[src/rtl/scan_pkg.sv]
// Shared types and constants for the 4-digit scan multiplexer.
package scan_pkg;

  localparam int unsigned NUM_DIGITS = 4;
  localparam int unsigned NIBBLE_W   = 4;

  typedef enum logic [1:0] {
    SCAN0,
    SCAN1,
    SCAN2,
    SCAN3
  } scan_state_e;

endpackage

[src/rtl/scan_tick.sv]
// Digit-slot prescaler: counts 0..SCAN_DIV-1, tick on the last count.
module scan_tick #(
  parameter int unsigned SCAN_DIV = 50000
) (
  input  logic clk,
  input  logic rst,
  output logic tick
);

  localparam logic [15:0] LAST = 16'(SCAN_DIV - 1);

  logic [15:0] cnt_q;

  always_ff @(posedge clk or posedge rst) begin
    if (rst) begin
      cnt_q <= '0;
    end else if (cnt_q == LAST) begin
      cnt_q <= '0;
    end else begin
      cnt_q <= cnt_q + 16'd1;
    end
  end

  assign tick = (cnt_q == LAST);

endmodule

[src/rtl/scan_mux_4digit.sv]
// Four-digit hex display scanner with tear-free shadow/display buffering.
// Optional leading-zero blanking is enabled by defining LEADING_ZERO_BLANK_EN.
module scan_mux_4digit
  import scan_pkg::*;
#(
  parameter int unsigned SCAN_DIV   = 50000,
  parameter logic [15:0] DISP_RESET = 16'h0000
) (
  input  logic                           clk,
  input  logic                           rst,
  input  logic [NUM_DIGITS*NIBBLE_W-1:0] value,
  input  logic                           load,
  input  logic [NUM_DIGITS-1:0]          dp_in,
  output logic [NIBBLE_W-1:0]            nibble,
  output logic                           dp,
  output logic [NUM_DIGITS-1:0]          digit_sel,
  output logic                           blank,
  output logic                           frame_done
);

  logic tick;

  scan_tick #(
    .SCAN_DIV(SCAN_DIV)
  ) u_scan_tick (
    .clk (clk),
    .rst (rst),
    .tick(tick)
  );

  scan_state_e state_q, state_d;
  logic        frame_end;

  always_ff @(posedge clk or posedge rst) begin
    if (rst) begin
      state_q <= SCAN0;
    end else begin
      state_q <= state_d;
    end
  end

  always_comb begin
    state_d = state_q;
    if (tick) begin
      unique case (state_q)
        SCAN0:   state_d = SCAN1;
        SCAN1:   state_d = SCAN2;
        SCAN2:   state_d = SCAN3;
        SCAN3:   state_d = SCAN0;
        default: state_d = SCAN0;
      endcase
    end
  end

  assign frame_end = tick && (state_q == SCAN3);

  logic [15:0]           shadow_q, display_q;
  logic [NUM_DIGITS-1:0] shadow_dp_q, display_dp_q;
  logic                  pending_q;

  // Display only moves on the frame boundary so a frame never shows mixed data.
  always_ff @(posedge clk or posedge rst) begin
    if (rst) begin
      shadow_q     <= DISP_RESET;
      shadow_dp_q  <= '0;
      display_q    <= DISP_RESET;
      display_dp_q <= '0;
      pending_q    <= 1'b0;
    end else if (frame_end) begin
      pending_q <= 1'b0;
      if (load) begin
        display_q    <= value;
        display_dp_q <= dp_in;
      end else if (pending_q) begin
        display_q    <= shadow_q;
        display_dp_q <= shadow_dp_q;
      end
    end else if (load) begin
      shadow_q    <= value;
      shadow_dp_q <= dp_in;
      pending_q   <= 1'b1;
    end
  end

  logic [1:0]            idx;
  logic [NIBBLE_W-1:0]   nibble_d;
  logic                  dp_d, blank_d;
  logic [NUM_DIGITS-1:0] digit_sel_d;

  assign idx = 2'(state_q);

`ifdef LEADING_ZERO_BLANK_EN
  logic [15:0] upper;
  assign upper = display_q >> {idx, 2'b00};
`endif

  always_comb begin
`ifdef LEADING_ZERO_BLANK_EN
    blank_d = (state_q != SCAN0) && (upper == 16'h0000);
`else
    blank_d = 1'b0;
`endif
    nibble_d    = display_q[{idx, 2'b00} +: NIBBLE_W];
    dp_d        = display_dp_q[idx];
    digit_sel_d = 4'b0001 << idx;
    if (blank_d) begin
      nibble_d    = '0;
      dp_d        = 1'b0;
      digit_sel_d = '0;
    end
  end

  always_ff @(posedge clk or posedge rst) begin
    if (rst) begin
      nibble     <= DISP_RESET[3:0];
      dp         <= 1'b0;
      digit_sel  <= 4'b0001;
      blank      <= 1'b0;
      frame_done <= 1'b0;
    end else begin
      nibble     <= nibble_d;
      dp         <= dp_d;
      digit_sel  <= digit_sel_d;
      blank      <= blank_d;
      frame_done <= frame_end;
    end
  end

endmodule

[config.mk]
export PLATFORM = sky130hd
export DESIGN_NAME = scan_mux_4digit
export DESIGN_NICKNAME = d
export VERILOG_FILES = /design/src/rtl/scan_pkg.sv /design/src/rtl/scan_tick.sv /design/src/rtl/scan_mux_4digit.sv
export SDC_FILE = /design/constraint.sdc
export NUM_CORES = 1
export LEC_CHECK = 0
export CAP_MARGIN = 30
export CORE_MARGIN = 1.5
export CORE_UTILIZATION = 60
export CTS_CLUSTER_DIAMETER = 100
export DETAILED_ROUTE_END_ITERATION = 16
export PLACE_DENSITY = 0.84
export REMOVE_ABC_BUFFERS = 1
export SLEW_MARGIN = 20
export SYNTH_ARGS = -nofsm -noshare
export SYNTH_HDL_FRONTEND = slang
export SYNTH_SLANG_ARGS = --single-unit
[constraint.sdc]
create_clock -name clk -period 6.6 [get_ports clk]
set_input_delay 0.99 -clock clk [delete_from_list [all_inputs] [get_ports clk]]
set_output_delay 0.99 -clock clk [all_outputs]
set_load 0.02 [all_outputs]
After elaboration in Yosys (flattened, before gate mapping)
Cells that the tools add are included.
{"block": "op_classes", "addsub": 1, "n_lt_le_gt_ge": 1, "n_eq_ne": 4, "shift": 2, "muxes": 10, "bitwise": 1, "reduce_logical": 6}
{"op": "16-bit 2-to-1 mux", "n": 3}
{"op": "16-bit by 1-bit adder with 16-bit output, second input constant", "n": 1}
{"op": "16-bit == test, second input constant", "n": 1}
{"op": "16-bit by 5-bit variable part select with 4-bit output", "n": 1}
{"op": "4-bit 2-to-1 mux", "n": 2}
{"op": "2-bit case mux with 4 select lines", "n": 1}
{"op": "2-bit == test, second input constant", "n": 2}
{"op": "2-bit AND reduction", "n": 2}
{"op": "2-bit nonzero test", "n": 2}
{"op": "1-bit by 2-bit left shift with 4-bit output, first input constant", "n": 1}
{"op": "2-bit by 3-bit < comparator with 1-bit output, second input constant", "n": 1}
{"op": "1-bit 2-to-1 mux", "n": 3}
{"op": "1-bit binary-select mux with 2-bit select", "n": 1}
{"op": "2-bit by 1-bit == test with 1-bit output, second input constant", "n": 1}
{"op": "2-bit logical NOT", "n": 1}
{"op": "1-bit logical AND", "n": 1}
{"op": "1-bit inverter", "n": 1}
{"block": "totals", "reg_bits": 69, "out_inout_bits": 11, "word_cells": 36}

Logic depth before layout (Yosys ltp)
{"block": "depth", "word_depth": 4, "mapped_depth": 7, "mapped_depth_nobuf": 5}

Hierarchy
Synthesis repeated with hierarchy kept, for this count alone.
{"block": "unflattened", "hier_cells": 211, "hier_area_um2": 3139.3}
{"module": "scan_mux_4digit", "instances": 1, "cells_per_inst": 143, "area_each_um2": 2382.3, "seq_area_each_um2": 1327.5}
{"module": "scan_tick", "instances": 1, "cells_per_inst": 68, "area_each_um2": 757.0, "seq_area_each_um2": 400.4}

Worst setup path before layout
No wires, ideal clock.
{"block": "synth_path", "path_kind": "register to register", "startpoint": "register u_scan_tick.cnt_q[7]", "endpoint": "register shadow_dp_q[0]", "setup_ns": 0.125, "arrival_time_ns": 2.158, "path_slack_ns": 4.317, "stages_incl_launch_ff": 7, "n_path_buf": 2, "synth_period_minus_slack_ns": 2.283, "cell_sequence": "dfrtp_1 -> or4b_4 -> or4_1 -> buf_4 -> nand2_8 -> buf_12 -> mux2_4"}
{"block": "synth_via", "elab_chain_len": 4}
{"item": "start, declared", "line_no": "scan_tick.sv:12", "rtl": "logic [15:0] cnt_q;"}
{"item": "start signal, assigned", "line_no": "scan_tick.sv:20", "rtl": "cnt_q <= cnt_q + 16'd1;"}
{"item": "16-bit == test", "line_no": "scan_tick.sv:24", "rtl": "assign tick = (cnt_q == LAST);"}
{"item": "1-bit logical AND", "line_no": "scan_mux_4digit.sv:55", "rtl": "assign frame_end = tick && (state_q == SCAN3);"}
{"item": "1-bit inverter (no source line)"}
{"item": "2-bit AND reduction (no source line)"}
{"item": "end signal, assigned", "line_no": "scan_mux_4digit.sv:80", "rtl": "shadow_dp_q <= dp_in;"}
{"item": "end, declared", "line_no": "scan_mux_4digit.sv:58", "rtl": "logic [NUM_DIGITS-1:0] shadow_dp_q, display_dp_q;"}
No other way between the ends.
A chain may end at the register's enable or synchronous reset.

Worst setup path in the final report
{"block": "layout_path", "startpoint": "input port load", "endpoint": "register display_q[10]"}
{"block": "layout_via", "elab_chain_len": 2, "elab_cells_between_ends": 3, "classes_between": "mux: 1; reduce/logical: 2"}
{"item": "start, declared", "line_no": "scan_mux_4digit.sv:12", "rtl": "input logic load,"}
{"item": "2-bit nonzero test (no source line)"}
{"item": "2-bit AND reduction (no source line)"}
{"item": "end signal, assigned", "line_no": "scan_mux_4digit.sv:72", "rtl": "display_q <= value;"}
{"item": "end signal, assigned", "line_no": "scan_mux_4digit.sv:75", "rtl": "display_q <= shadow_q;"}
{"item": "end, declared", "line_no": "scan_mux_4digit.sv:57", "rtl": "logic [15:0] shadow_q, display_q;"}
Parallel ways exist; a longest one is shown, timed or not.

==> impl_metrics.yaml <==
grt:
  grt_pass1_wl_um: 10200
  grt_overflow: 0
  number_of_antenna_violations_at_the_first_check_in_global_routing: 0
  grt_use_met2_pct: 38.5
  grt_util_all_layers_pct: 25.3
  grt_pass1_vias: 2126
  grt_max_degree: 70
  gr-usage-met3_pct: 9.10
  grt.met1_usage_pct: 33.8
  grt_most_used_layer: "met2"
synthesis:
  synthesized_flop_and_latch_total: 69
  netlist_area_um2: 3120
  synth_compound_area_share_pct: 9.80
  synth.avg_cell_area_um2: 12.4
  ys_types: 40
  netlist_instances: 252
  post_synth_mux_area_share_pct: 13.6
  yosys.area_share.simple_pct: 11.3
  synth_warnings: 0
  synth-seq-area-share_pct: 55.4
  xor_and_xnor_area_share_after_synthesis_pct: 3.65
  arithmetic_cell_share_of_the_synthesized_area_counting_full_adders_half_adders_and_majority_gates_pct: 2.01
  synth_top_family_by_area: "multiplexers"
timing:
  period_share_pct: 46.7
  finalSetupTns_ns: 0
  finalClockSkew_ns: 0.0146
  timing.final.setup_violations: 0
  timing.final.max_slew_violations: 0
  slew_headroom_pct: 44.7
  rsz_0062_raised_after_global_routing: "false"
  fin_crit_ns: 3.08
  worst_hold_margin_ns: 0.484
  max_freq_ghz: 0.325
  timing_worst_slew_pin_value_ns: 0.830
  report.final.hold_viol_count: 0
pwr:
  intPower_w: 0.000685
  p_leak_nw: 1.65
  net-switching-power_w: 0.000206
  power.share.sequential_pct: 49.8
  pwr-share-clk_pct: 43.2
  net_switching_fraction_of_the_power_pct: 23.1
  max-vdd-ir-drop_v: 0.000175
  comb_power_share_pct: 7.0
  power-per-cell-area_nw_per_um2: 242
place:
  place.gp.congestion: 0.794
  placement.cell_area_um2: 3460
  place_inst: 340
  detailedPlacementHpwl_um: 3860
  port_buffers: 32
die:
  design.die.area_um2: 5640
  fp.coreArea_um2: 5040
  ios: 34
  fp.dieW_um: 75.1
  dieHeight_um: 75.1
  initial_utilization_pct: 61.8
  row_count: 26
route:
  drt_first_pass_iters: 5
  drc: 0
  postRouteAntennaNets: 0
  wire_per_inst_um: 17.4
  post_drt_via_cell_ratio: 5.93
  dr.first_iter.drc_count: 188
  vias: 2110
  routed_wl_um: 6200
setup_path:
  critical_path_class: "input pin to register"
  cp_data_required_time_ns: 6.88
  timing.critical_path.cells: "clkdlybuf4s50_1, clkinv_1, nand2_1, o22ai_1, a21oi_1"
  cp_slowest_stage_delay_ns: 0.77
  setup.worst_path.end_class: "register"
  crit_slowest_cell: "sky130_fd_sc_hd__clkdlybuf4s50_1"
  sort_of_element_at_the_start_of_the_critical_path: "input pin"
  timing.critical_path.fanout_max: 17
  critical_path_buf_inv_count: 2
  timing.critical_path.arrival_ns: 3.36
  critPathTopFamily: "buffers and inverters"
cts:
  worst_skew_pair.late_latency_ns: 0.36
  clockBufferDepth: 2
  cts_htree_levels: 3
  cts-resized-gates: 0
  clockRootBuffer: "sky130_fd_sc_hd__clkbuf_8"
  post_cts_setup_buffer_count: 0
  holdBufCountCts: 0
  clkSlewWorstSetupHoldPaths_ns: 0.08
  clock_sinks: 69
  cts_tree: "done"
  cts_made_buffers: 9
final_layout:
  antennaDiodeCount: 0
  final-instance-count-excl-fill: 356
  stdcell_area_um2: 3680
  most-common-layout-cells: "sky130_fd_sc_hd__dfrtp_1 (68), sky130_fd_sc_hd__clkdlybuf4s50_1 (32), sky130_fd_sc_hd__a21oi_1 (30)"
  layout-drive-gt1-share_pct: 17.5
  final_nets: 309
  areaGrowthSynthToFinish_pct: 18.1
  layout_commonest_cell: "sky130_fd_sc_hd__dfrtp_1"
job:
  max-cap-violations: 0
min_path:
  hp-class: "register to register"
run_status:
  result_of_the_run: "completed"
## flip-flops by register name, summed over array words and instances (netlist names)
register / cells
display_q: 16
shadow_q: 16
u_scan_tick.cnt_q: 16
digit_sel: 4
display_dp_q: 4
nibble: 4
shadow_dp_q: 4
idx: 2
dp: 1
frame_done: 1
pending_q: 1
## power by group through the flow
stage	sequential (W)	combinational, W	clock (W)
6_report	0.000443	0.0000625	0.000385
5_1_grt	0.000444	0.0000680	0.000410
4_1_cts	0.000443	0.0000632	0.000391
3_5_place_dp	0.000451	0.0000623	0
3_3_place_gp	0.000450	0.0000606	0
2_1_floorplan	0.000448	0.0000387	0
## worst register-to-register path, stage by stage, from the launching register on
cell and delay [ns]:
sky130_fd_sc_hd__dfrtp_1 0.44, sky130_fd_sc_hd__or4b_1 0.66, sky130_fd_sc_hd__nor4_4 0.70, sky130_fd_sc_hd__and2_1 0.59, sky130_fd_sc_hd__a21oi_1 0.15
## final timing paths
| check | start | endpoint | slack, ns | depth (start not counted) |
|---|---|---|---|---|
| min in group asynchronous | rst | u_scan_tick.cnt_q[7] | 1.19 | 3 |
| worst max register to register | u_scan_tick.cnt_q[12] | display_q[13] | 3.90 | 4 |
| max in group asynchronous | rst | display_q[5] | 4.87 | 3 |
| worst min-delay path | u_scan_tick.cnt_q[15] | u_scan_tick.cnt_q[15] | 0.48 | 1 |
| worst min register to register | u_scan_tick.cnt_q[15] | u_scan_tick.cnt_q[15] | 0.48 | 1 |
| worst max-delay path | load | display_q[10] | 3.52 | 5 |
## cell usage after synthesis
master | n | share of area [%]
sky130_fd_sc_hd__xor2_1 | 4 | 1.1
sky130_fd_sc_hd__o22ai_1 | 14 | 2.8
sky130_fd_sc_hd__or2_2 | 1 | 0.20
sky130_fd_sc_hd__nor2_1 | 12 | 1.4
sky130_fd_sc_hd__or4_1 | 1 | 0.24
sky130_fd_sc_hd__o21ai_1 | 2 | 0.32
sky130_fd_sc_hd__a32oi_1 | 4 | 1.1
sky130_fd_sc_hd__nand2_8 | 1 | 0.64
sky130_fd_sc_hd__a22oi_1 | 1 | 0.24
sky130_fd_sc_hd__ha_1 | 5 | 2.0
sky130_fd_sc_hd__nand2_1 | 11 | 1.3
sky130_fd_sc_hd__or4b_1 | 1 | 0.32
sky130_fd_sc_hd__nand4b_1 | 1 | 0.28
sky130_fd_sc_hd__or4b_4 | 1 | 0.44
sky130_fd_sc_hd__or2_0 | 1 | 0.20
sky130_fd_sc_hd__dfrtp_1 | 68 | 55
sky130_fd_sc_hd__mux2i_1 | 1 | 0.32
sky130_fd_sc_hd__nand4_1 | 5 | 1.0
sky130_fd_sc_hd__and4_1 | 1 | 0.28
sky130_fd_sc_hd__nor3_1 | 3 | 0.48
sky130_fd_sc_hd__buf_12 | 2 | 1.3
sky130_fd_sc_hd__clkinv_1 | 1 | 0.12
sky130_fd_sc_hd__nand3_1 | 14 | 2.2
sky130_fd_sc_hd__and3_1 | 1 | 0.20
sky130_fd_sc_hd__nor4_1 | 1 | 0.20
sky130_fd_sc_hd__nand2b_1 | 1 | 0.20
sky130_fd_sc_hd__mux4_2 | 5 | 3.6
sky130_fd_sc_hd__buf_4 | 2 | 0.48
sky130_fd_sc_hd__nor4_2 | 2 | 0.80
sky130_fd_sc_hd__a21oi_1 | 30 | 4.8
sky130_fd_sc_hd__mux2_4 | 20 | 9.6
sky130_fd_sc_hd__nor2b_1 | 2 | 0.40
sky130_fd_sc_hd__and2_1 | 2 | 0.40
sky130_fd_sc_hd__buf_2 | 4 | 0.64
sky130_fd_sc_hd__clkbuf_1 | 8 | 0.96
sky130_fd_sc_hd__xnor2_1 | 9 | 2.5
sky130_fd_sc_hd__dfstp_2 | 1 | 0.84
sky130_fd_sc_hd__conb_1 | 1 | 0.12
sky130_fd_sc_hd__o21ai_0 | 3 | 0.48
sky130_fd_sc_hd__inv_1 | 5 | 0.60
## layer usage
metal	up-vias	routed length, µm
li1	969	-
met1	1039	2750
met2	87	2940
met3	15	401
met4	0	107
met5	-	0
## cells by family (layout without fill, tap and decap cells)
group                      after synthesis  count (layout)
buffers and inverters                   22              56
adders and majority gates                5               5
muxes                                   26              26
DFF                                     69              69
and+or+nand+nor                         62              62
AOI/OAI and AO/OA                       54              54
xor gates and xnor gates                13              13
other                                    1               1
## metrics by stage
stage          util, %  setup WS, ns  power [W]
6_report          73.0          3.52   0.000890
4_1_cts           73.0          3.58   0.000897
3_3_place_gp      68.1          3.37   0.000511
2_1_floorplan        -          3.87   0.000487
5_1_grt           73.0          3.38   0.000922
3_5_place_dp      68.6          3.22   0.000513
## final cells by class
type                    instances  area [µm²]
fillers                       337        1360
well taps                      70        87.6
repair buffers                 34         343
clock buffers                   9         124
multi-input cells             161        1280
clock inverters                 7        97.6
flip-flops and latches         69        1730
inverters                       6        22.5
No activity file was read; power rests on OpenSTA's default activity.
